$ cat config.mk
export PLATFORM = sky130hd
export DESIGN_NAME = debug_hex_overlay_flat
export DESIGN_NICKNAME = d
export VERILOG_FILES = /design/src/rtl/debug_hex_overlay_if.sv /design/src/rtl/debug_hex_overlay.sv /design/src/flat_wrapper.sv
export SDC_FILE = /design/constraint.sdc
export NUM_CORES = 1
export LEC_CHECK = 0
export ABC_CLOCK_PERIOD_IN_PS = 2600
export CORE_MARGIN = 2
export CORE_UTILIZATION = 51
export CTS_BUF_LIST = sky130_fd_sc_hd__clkbuf_4
export DETAILED_ROUTE_END_ITERATION = 10
export PLACE_DENSITY_LB_ADDON = 0.15
export SYNTH_ARGS = -nofsm -noshare
export SYNTH_HDL_FRONTEND = slang
export SYNTH_SLANG_ARGS = --single-unit
$ cat constraint.sdc
create_clock -name clk -period 2.6 [get_ports clk]
set_clock_uncertainty 0.15 [all_clocks]
set_input_delay 0.52 -clock clk [delete_from_list [all_inputs] [get_ports clk]]
set_output_delay 0.52 -clock clk [all_outputs]
set_load 0.01 [all_outputs]
$ cat src/rtl/debug_hex_overlay_if.sv
// Pixel timing, capture, font-ROM and colour-output signals of debug_hex_overlay.
// slave = the overlay itself, master = whatever drives video and reads the result.
interface debug_hex_overlay_if #(
    parameter int NUM_CH = 8,
    parameter int DATA_W = 16
);
    logic                     i_ce_pix;
    logic [11:0]              i_h;
    logic [11:0]              i_v;
    logic                     i_vblank;
    logic                     i_freeze;
    logic [NUM_CH*DATA_W-1:0] i_debug;
    logic [5:0]               i_rgb;
    logic [10:0]              o_font_addr;
    logic [7:0]               i_font_bits;
    logic [1:0]               o_r;
    logic [1:0]               o_g;
    logic [1:0]               o_b;
    logic                     o_active;

    modport slave (
        input  i_ce_pix, i_h, i_v, i_vblank, i_freeze, i_debug, i_rgb, i_font_bits,
        output o_font_addr, o_r, o_g, o_b, o_active
    );

    modport master (
        output i_ce_pix, i_h, i_v, i_vblank, i_freeze, i_debug, i_rgb, i_font_bits,
        input  o_font_addr, o_r, o_g, o_b, o_active
    );
endinterface

$ cat src/rtl/debug_hex_overlay.sv
// Hex text readout of NUM_CH debug channels with per-row change highlighting.
// Define DEBUG_OVERLAY_BLEND_EN to pass background video through and make the box translucent.
module debug_hex_overlay #(
    parameter int NUM_CH        = 8,
    parameter int DATA_W        = 16,
    parameter int X0            = 16,
    parameter int Y0            = 16,
    parameter int HILITE_FRAMES = 60
) (
    input  logic               clk,
    input  logic               i_rst_n,
    debug_hex_overlay_if.slave bus
);
    localparam int          DIGITS    = DATA_W / 4;
    localparam logic [11:0] X0_L      = 12'(X0);
    localparam logic [11:0] Y0_L      = 12'(Y0);
    localparam logic [11:0] BOX_W     = 12'((DIGITS + 2) * 8);
    localparam logic [11:0] BOX_H     = 12'(NUM_CH * 8);
    localparam logic [7:0]  HL_RELOAD = 8'(HILITE_FRAMES);
    localparam logic [5:0]  GLYPH_YEL = 6'b111100;
    localparam logic [5:0]  GLYPH_RED = 6'b110000;
    localparam logic [5:0]  BOX_BG    = 6'b000001;

    function automatic logic [7:0] hex_char(input logic [3:0] n);
        return (n < 4'd10) ? (8'h30 + {4'h0, n}) : (8'h37 + {4'h0, n});
    endfunction

    logic [DATA_W-1:0] shadow [NUM_CH];
    logic [7:0]        hl_cnt [NUM_CH];
    logic              vblank_q;
    logic              frame_rise;

    assign frame_rise = bus.i_vblank & ~vblank_q;

    always_ff @(posedge clk or negedge i_rst_n) begin
        if (!i_rst_n) begin
            vblank_q <= 1'b0;
            for (int c = 0; c < NUM_CH; c++) begin
                shadow[c] <= '0;
                hl_cnt[c] <= '0;
            end
        end else begin
            vblank_q <= bus.i_vblank;
            if (frame_rise && !bus.i_freeze) begin
                for (int c = 0; c < NUM_CH; c++) begin
                    shadow[c] <= bus.i_debug[c*DATA_W +: DATA_W];
                    if (bus.i_debug[c*DATA_W +: DATA_W] != shadow[c])
                        hl_cnt[c] <= HL_RELOAD;
                    else if (hl_cnt[c] != 8'd0)
                        hl_cnt[c] <= hl_cnt[c] - 8'd1;
                end
            end
        end
    end

    logic [11:0]       rx, ry;
    logic              in_box;
    logic [3:0]        ch;
    logic [8:0]        cc;
    logic [DATA_W-1:0] cur_val;
    logic              cur_hl;
    logic [3:0]        nib;
    logic [7:0]        code;

    always_comb begin
        rx      = bus.i_h - X0_L;
        ry      = bus.i_v - Y0_L;
        in_box  = (bus.i_h >= X0_L) && (rx < BOX_W) && (bus.i_v >= Y0_L) && (ry < BOX_H);
        ch      = ry[6:3];
        cc      = rx[11:3];
        cur_val = '0;
        cur_hl  = 1'b0;
        for (int c = 0; c < NUM_CH; c++) begin
            if (ch == 4'(c)) begin
                cur_val = shadow[c];
                cur_hl  = (hl_cnt[c] != 8'd0);
            end
        end
        // Column 2 shows the most significant nibble, the last column nibble 0.
        nib = '0;
        for (int d = 0; d < DIGITS; d++) begin
            if (cc == 9'(DIGITS + 1 - d))
                nib = cur_val[d*4 +: 4];
        end
        if (cc == 9'd0)
            code = hex_char(ch);
        else if (cc == 9'd1)
            code = 8'h3A;
        else
            code = hex_char(nib);
    end

    // S1: font address out, pixel context held until the glyph row returns
    logic [10:0] font_addr_p1;
    logic [2:0]  px_p1;
    logic        in_box_p1;
    logic        hl_p1;
    logic        vld_p1;

    always_ff @(posedge clk or negedge i_rst_n) begin
        if (!i_rst_n) begin
            font_addr_p1 <= '0;
            px_p1        <= '0;
            in_box_p1    <= 1'b0;
            hl_p1        <= 1'b0;
            vld_p1       <= 1'b0;
        end else if (bus.i_ce_pix) begin
            font_addr_p1 <= {code, ry[2:0]};
            px_p1        <= rx[2:0];
            in_box_p1    <= in_box;
            hl_p1        <= cur_hl;
            vld_p1       <= 1'b1;
        end
    end

    assign bus.o_font_addr = font_addr_p1;

    logic       glyph;
    logic [5:0] colour;

    assign glyph = bus.i_font_bits[3'd7 - px_p1];

`ifdef DEBUG_OVERLAY_BLEND_EN
    logic [5:0] rgb_p1;

    always_ff @(posedge clk or negedge i_rst_n) begin
        if (!i_rst_n)
            rgb_p1 <= '0;
        else if (bus.i_ce_pix)
            rgb_p1 <= bus.i_rgb;
    end

    function automatic logic [5:0] pixel_colour(input logic box, input logic g,
                                                 input logic hl, input logic [5:0] bg);
        if (!box)
            return bg;
        if (g)
            return hl ? GLYPH_RED : GLYPH_YEL;
        return {1'b0, bg[5], 1'b0, bg[3], 1'b0, bg[1]};
    endfunction

    assign colour = pixel_colour(in_box_p1, glyph, hl_p1, rgb_p1);
`else
    function automatic logic [5:0] pixel_colour(input logic box, input logic g, input logic hl);
        if (!box)
            return 6'b000000;
        if (g)
            return hl ? GLYPH_RED : GLYPH_YEL;
        return BOX_BG;
    endfunction

    // Background video is not shown in this build; the port stays for pin compatibility.
    logic rgb_unused;
    assign rgb_unused = ^bus.i_rgb;
    assign colour     = pixel_colour(in_box_p1, glyph, hl_p1);
`endif

    // S2: final colour and box flag
    logic [5:0] rgb_p2;
    logic       active_p2;

    always_ff @(posedge clk or negedge i_rst_n) begin
        if (!i_rst_n) begin
            rgb_p2    <= '0;
            active_p2 <= 1'b0;
        end else if (bus.i_ce_pix) begin
            rgb_p2    <= vld_p1 ? colour : 6'b000000;
            active_p2 <= vld_p1 & in_box_p1;
        end
    end

    assign bus.o_r      = rgb_p2[5:4];
    assign bus.o_g      = rgb_p2[3:2];
    assign bus.o_b      = rgb_p2[1:0];
    assign bus.o_active = active_p2;
endmodule

$ cat src/flat_wrapper.sv
// flat-port wrapper written by rule: the top's interface ports become plain ports
module debug_hex_overlay_flat 
#(
    parameter int NUM_CH        = 8,
    parameter int DATA_W        = 16,
    parameter int X0            = 16,
    parameter int Y0            = 16,
    parameter int HILITE_FRAMES = 60
)
  (clk, i_rst_n, bus_i_ce_pix, bus_i_h, bus_i_v, bus_i_vblank, bus_i_freeze, bus_i_debug, bus_i_rgb, bus_i_font_bits, bus_o_font_addr, bus_o_r, bus_o_g, bus_o_b, bus_o_active);
  debug_hex_overlay_if #(.NUM_CH(NUM_CH), .DATA_W(DATA_W)) bus_i ();
  input  logic clk;
  input  logic i_rst_n;
  input wire logic [$bits(bus_i.i_ce_pix)-1:0] bus_i_ce_pix;
  input wire logic [$bits(bus_i.i_h)-1:0] bus_i_h;
  input wire logic [$bits(bus_i.i_v)-1:0] bus_i_v;
  input wire logic [$bits(bus_i.i_vblank)-1:0] bus_i_vblank;
  input wire logic [$bits(bus_i.i_freeze)-1:0] bus_i_freeze;
  input wire logic [$bits(bus_i.i_debug)-1:0] bus_i_debug;
  input wire logic [$bits(bus_i.i_rgb)-1:0] bus_i_rgb;
  input wire logic [$bits(bus_i.i_font_bits)-1:0] bus_i_font_bits;
  output wire logic [$bits(bus_i.o_font_addr)-1:0] bus_o_font_addr;
  output wire logic [$bits(bus_i.o_r)-1:0] bus_o_r;
  output wire logic [$bits(bus_i.o_g)-1:0] bus_o_g;
  output wire logic [$bits(bus_i.o_b)-1:0] bus_o_b;
  output wire logic [$bits(bus_i.o_active)-1:0] bus_o_active;
  assign bus_i.i_ce_pix = bus_i_ce_pix;
  assign bus_i.i_h = bus_i_h;
  assign bus_i.i_v = bus_i_v;
  assign bus_i.i_vblank = bus_i_vblank;
  assign bus_i.i_freeze = bus_i_freeze;
  assign bus_i.i_debug = bus_i_debug;
  assign bus_i.i_rgb = bus_i_rgb;
  assign bus_i.i_font_bits = bus_i_font_bits;
  assign bus_o_font_addr = bus_i.o_font_addr;
  assign bus_o_r = bus_i.o_r;
  assign bus_o_g = bus_i.o_g;
  assign bus_o_b = bus_i.o_b;
  assign bus_o_active = bus_i.o_active;
  debug_hex_overlay #(.NUM_CH(NUM_CH), .DATA_W(DATA_W), .X0(X0), .Y0(Y0), .HILITE_FRAMES(HILITE_FRAMES)) u_core (.clk(clk), .i_rst_n(i_rst_n), .bus(bus_i));
endmodule
Word level (Yosys, flattened, before mapping)
Index checks and enable logic that the tools add are counted.
{"block": "word_totals", "regBits": 217, "in_bits": 171, "output_inout_bits": 18}
{"block": "op_classes", "n_addsub": 15, "order_cmp": 7, "n_eq_ne": 20, "mux": 50, "n_bitwise": 3, "reduce_logical": 31}
{"operator": "8-bit two-way mux", "n": 20}
{"operator": "16-bit two-way mux", "n": 8}
{"operator": "16-bit inequality test", "n": 8}
{"operator": "8-bit nonzero test", "n": 8}
{"operator": "8-bit by 1-bit subtractor with 8-bit output, second input constant", "n": 8}
{"operator": "6-bit two-way mux", "n": 5}
{"operator": "6-bit by 4-bit adder with 7-bit output, first input constant", "n": 4}
{"operator": "12-bit by 5-bit greater-or-equal comparator with 1-bit output, second input constant", "n": 2}
{"operator": "12-bit by 5-bit subtractor with 12-bit output, second input constant", "n": 2}
{"operator": "4-bit two-way mux", "n": 5}
{"operator": "9-bit by 2-bit equality test with 1-bit output, second input constant", "n": 2}
{"operator": "9-bit by 3-bit equality test with 1-bit output, second input constant", "n": 2}
{"operator": "4-bit by 3-bit equality test with 1-bit output, second input constant", "n": 4}
{"operator": "2-bit AND reduction", "n": 8}
{"operator": "2-bit nonzero test", "n": 8}
{"operator": "12-bit by 6-bit < comparator with 1-bit output, second input constant", "n": 1}
{"operator": "12-bit by 7-bit < comparator with 1-bit output, second input constant", "n": 1}
{"operator": "1-bit two-way mux", "n": 11}
{"operator": "9-bit by 1-bit equality test with 1-bit output, second input constant", "n": 1}
{"operator": "9-bit zero test", "n": 1}
{"operator": "4-bit by 2-bit equality test with 1-bit output, second input constant", "n": 2}
{"operator": "4-bit < comparator, second input constant", "n": 2}
{"operator": "4-bit by 1-bit equality test with 1-bit output, second input constant", "n": 1}
{"operator": "1-bit logical AND", "n": 4}
{"operator": "other kinds (7)", "n": 8}

Longest topological paths before layout
{"block": "depth", "ltp_word": 18, "ltp_mapped": 14, "mapped_depth_nobuf": 12}

Worst setup path after synthesis
OpenSTA, ideal clock, no wires.
{"block": "synth_timing", "path_kind": "input -> register", "startpoint": "in bus_i_v[4]", "endpoint": "reg u_core.font_addr_p1[7] (netlist: u_core.bus.o_font_addr[7])", "setup_ps": 120, "arrival_time_ps": 2699, "setup_slack_ps": -369, "stages": 13, "path_buffers": 1, "cell_sequence": "inv_1 -> ha_1 -> xor2_2 -> buf_6 -> nor3_1 -> or3_1 -> a311o_1 -> a21oi_2 -> nor3_2 -> ha_1 -> nor2_1 -> o21ai_1 -> a31o_1"}
{"block": "synth_between", "elab_chain_cells": 18, "word_cells_on_any_way": 31}
{"item": "start, declared", "line": "flat_wrapper.sv:16", "text": "input wire logic [$bits(bus_i.i_v)-1:0] bus_i_v;"}
{"item": "12-bit by 5-bit subtractor with 12-bit output (*)", "line": "debug_hex_overlay.sv:67", "text": "ry = bus.i_v - Y0_L;"}
{"item": "4-bit zero test", "line": "debug_hex_overlay.sv:74", "text": "if (ch == 4'(c)) begin"}
{"item": "16-bit two-way mux (8 in series)", "line": "debug_hex_overlay.sv:74"}
{"item": "4-bit two-way mux (4 in series)", "line": "debug_hex_overlay.sv:82", "text": "if (cc == 9'(DIGITS + 1 - d))"}
{"item": "6-bit by 4-bit adder with 7-bit output / 4-bit < comparator (equally long branches)", "line": "debug_hex_overlay.sv:25", "text": "return (n < 4'd10) ? (8'h30 + {4'h0, n}) : (8'h37 + {4'h0, n});"}
{"item": "8-bit two-way mux", "line": "debug_hex_overlay.sv:25"}
{"item": "8-bit two-way mux", "line": "debug_hex_overlay.sv:87", "text": "else if (cc == 9'd1)"}
{"item": "8-bit two-way mux (*)", "line": "debug_hex_overlay.sv:85", "text": "if (cc == 9'd0)"}
{"item": "end signal, assigned", "line": "debug_hex_overlay.sv:108", "text": "font_addr_p1 <= {code, ry[2:0]};"}
{"item": "end, declared", "line": "debug_hex_overlay.sv:94", "text": "logic [10:0] font_addr_p1;"}
Every way passes the cells marked *; elsewhere a longest branch is shown, timed or not.
A chain may end at the register's enable or synchronous reset.

Worst setup path after layout
{"block": "layout_timing", "startpoint": "reg u_core.hl_cnt[44] in the netlist's numbering", "endpoint": "reg u_core.hl_p1"}
{"block": "layout_between", "elab_chain_cells": 7}
{"item": "start, declared", "line": "debug_hex_overlay.sv:29", "text": "logic [7:0] hl_cnt [NUM_CH];"}
{"item": "start signal, assigned by index", "line": "debug_hex_overlay.sv:50", "text": "hl_cnt[c] <= hl_cnt[c] - 8'd1;"}
{"item": "8-bit nonzero test", "line": "debug_hex_overlay.sv:76", "text": "cur_hl = (hl_cnt[c] != 8'd0);"}
{"item": "1-bit two-way mux (6 in series)", "line": "debug_hex_overlay.sv:74"}
{"item": "end signal, assigned", "line": "debug_hex_overlay.sv:111", "text": "hl_p1 <= cur_hl;"}
{"item": "end, declared", "line": "debug_hex_overlay.sv:97", "text": "logic hl_p1;"}
Every way passes these cells.

==> results.cfg <==
[synth]
synth_area_sq_um = 12400
ys.flop_type = dfrtp_1
synth_cell_types = 83
async_flop_share = 1.00
synth_seq_area_share = 0.430
yosysWarnings = 0
synthSimpleGateAreaFrac = 0.260
netlist_instances = 1460
synthAdderAreaFrac = 0.0192
synth_xor_area_frac = 0.123
ys_seq_elements = 213
synth_edf_count = 0
synth_mux_area_frac = 0.0124
synth_top_family_by_area = simple AND/OR/NAND/NOR gates
synth.avg_cell_area_sq_um = 8.48
synth_compound_area_frac = 0.118

[outcome]
status = finished, violations left
violations = negative setup slack

[sta]
rsz0062_at_grt = yes
timing.final.hold_violations = 0
min_period_ns = 2.69
setup_viol = 2
worst_slew_pin_slew_ns = 0.558
timing.final.ws_setup_ns = -0.0901
fmax_mhz = 372
min_period_over_period = 1.03
slew_viol_final = 0
slew_headroom = 0.628

[job]
maxCapViolations = 0

[layout]
fin_util = 0.721
syn2layout_area_growth_pct = 40.3
drive_gt1_frac = 0.216
nets = 2032
instances_no_fill = 2207

[setup_path]
critPathLaunchType = flop
cp.required_ns = 2.99
cp_max_fo = 2
cp-end-kind = flop
arrival_ns = 3.08
crit_type = flop to flop

[placement]
port_buffers = 180
globalplace.congestion = 0.988
dp_hpwl_mm = 29.0
place_inst = 2084

[cts]
path_clk_slew_ns = 0.06
clk_latency_ns = 0.70
root_buffer = clkbuf_4
cts_tree = yes
clkSinkCount = 213
cts.path.max_buffers = 3
htreeDepth = 2
numCtsBuffers = 56

[pwr]
powerDensity_nw_per_um2 = 565
leakage_nw = 7.84
total_power_mw = 9.82
ir_drop_mv = 0.464

[grt]
grt_pass1_wl_mm = 62.1
antenna_found_initial = 1
grt_max_degree = 64
gr-total-overflow = 0
grt_usage = 0.303
grt_pass1_vias = 12200

[detailed_routing]
wl_met1_mm = 17.1
wl_per_cell_um = 17.7
dr_wl_met2_mm = 18.3
antenna_left = 0
wl_mm = 39.1
drt_iter0_drc = 797
vias_per_cell = 5.49
first_pass_iters = 7
highest-signal-layer = met4
vias = 12100
wl_met3_mm = 2.34
drc = 0

[floorplanning]
die_area_sq_um = 25600
io_pins = 189
die_w_um = 160
core_sq_um = 24100
die_h_um = 160
rows = 57
initial_utilization = 0.514

[worst_hold_path]
hold_path.class = primary input to flop
-- routing by layer --
metal,up-vias,track usage
met5,-,0
met4,0,0.100
met3,112,0.0481
met2,414,0.499
met1,5814,0.412
li1,5779,-
-- flip-flops by register name, indices dropped and copies added (netlist names) --
register,count
u_core.in_box_p1,1
u_core.rgb_p2,3
u_core.bus.o_active,1
u_core.hl_cnt,64
u_core.hl_p1,1
u_core.shadow,128
u_core.bus.o_font_addr,10
u_core.px_p1,3
u_core.vld_p1,1
u_core.vblank_q,1
-- cell usage after synthesis, drive strengths merged (4+ instances only) --
cell | instances | area share
nor4b | 4 | 0.0028
nand2b | 13 | 0.0066
a31oi | 10 | 0.0051
a21oi | 51 | 0.021
inv | 42 | 0.013
o2111ai | 4 | 0.0028
o21ai | 59 | 0.024
nor3 | 27 | 0.011
buf | 25 | 0.011
nand4 | 8 | 0.0040
a221oi | 10 | 0.0076
mux2 | 7 | 0.0064
nor3b | 5 | 0.0030
a22oi | 4 | 0.0028
a211oi | 8 | 0.0048
clkbuf | 43 | 0.013
nand3 | 38 | 0.015
nor2b | 14 | 0.0071
xor2 | 142 | 0.10
dfrtp | 213 | 0.43
o22ai | 6 | 0.0030
or3 | 13 | 0.0066
xnor2 | 30 | 0.022
nand2 | 454 | 0.14
nor2 | 41 | 0.013
and2 | 7 | 0.0035
o211ai | 11 | 0.0067
ha | 19 | 0.019
and3 | 9 | 0.0045
o21a | 4 | 0.0024
nand3b | 13 | 0.0079
nor4 | 50 | 0.025
o31ai | 9 | 0.0055
-- logic make-up (layout without fill, tap and decap cells) --
| group | after synthesis | in the layout |
|---|---|---|
| XOR/XNOR | 172 | 173 |
| AO/OA/AOI/OAI | 220 | 220 |
| multiplexers | 12 | 12 |
| flip-flops | 213 | 213 |
| buffers and inverters | 111 | 528 |
| adder cells (fa/ha/maj) | 19 | 19 |
| other | 1 | 6 |
| AND/OR/NAND/NOR | 712 | 712 |
-- power breakdown --
part	leakage (nW)	internal, mW	switching, mW
logic	4.83	1.27	1.21
registers	2.59	3.81	0.568
clock network	0.424	1.58	1.38
-- critical path, stage by stage, from the launching register on --
cell and delay, ns:
dfrtp_1 0.39, or4_4 0.55, or4b_4 0.55, nor2_4 0.10, o31ai_2 0.08, a32oi_2 0.21
a21oi_2 0.10, a311oi_2 0.29, o22ai_1 0.12
-- layout make-up --
| class | count | area (sq um) |
|---|---|---|
| multi-input combinational | 1138 | 7170 |
| fill | 1972 | 6720 |
| sequential | 213 | 5330 |
| timing repair buffer | 390 | 3590 |
| clock buffer | 86 | 646 |
| tap | 324 | 405 |
| inverter | 43 | 171 |
| clock inverter | 9 | 63.8 |
| antenna | 4 | 10.0 |
-- final timing paths --
path | slack (ns) | cells after the start | to | from
setup reg to reg | -0.09 | 8 | u_core.hl_p1 | u_core.hl_cnt[44]
max in group asynchronous | 1.29 | 3 | u_core.hl_cnt[19] | i_rst_n
setup / recovery | -0.09 | 8 | u_core.hl_p1 | u_core.hl_cnt[44]
hold reg to reg | 0.34 | 1 | u_core.vld_p1 | u_core.vld_p1
min in group asynchronous | 0.25 | 2 | u_core.shadow[117] | i_rst_n
hold / removal | 0.24 | 3 | u_core.shadow[26] | bus_i_debug[106]
-- placed cells by master, fill, tap and decap left out, drive strengths merged, types with 11 or more instances in the layout --
master / instances
ha: 19
buf: 210
o21ai: 59
nor3: 27
nand2: 454
dfrtp: 213
nand2b: 13
nor2b: 14
nand3b: 13
a21oi: 51
nor2: 41
nand3: 38
nor4: 50
o211ai: 11
clkbuf: 90
clkdlybuf4s50: 170
or3: 13
xor2: 143
xnor2: 30
inv: 42
-- stage by stage --
step           setup TNS (ns)  cell area, sq um  hold slack [ns]  worst slack (ns)
2_1_floorplan           -1.05             12500           0.0744            -0.206
3_3_place_gp            -9.91             15900            0.309             -1.33
3_5_place_dp           -10.28             15900            0.307             -1.40
4_1_cts               -0.0975             16900            0.204           -0.0975
5_1_grt                -0.509             17400            0.219            -0.142
6_report               -0.101             17400            0.244           -0.0901
-- repair_timing --
| item | in CTS | in global routing |
|---|---|---|
| resized for setup | 54 | 69 |
| endpoints found under the hold margin | 57 | 0 |
| hold buffers | 1 | 0 |
| cloned | 1 | 1 |
| setup endpoints to repair | 8 | 9 |
| pin swaps | 20 | 32 |
| setup buffers | 7 | 14 |
(Power assumes the default switching activity.)
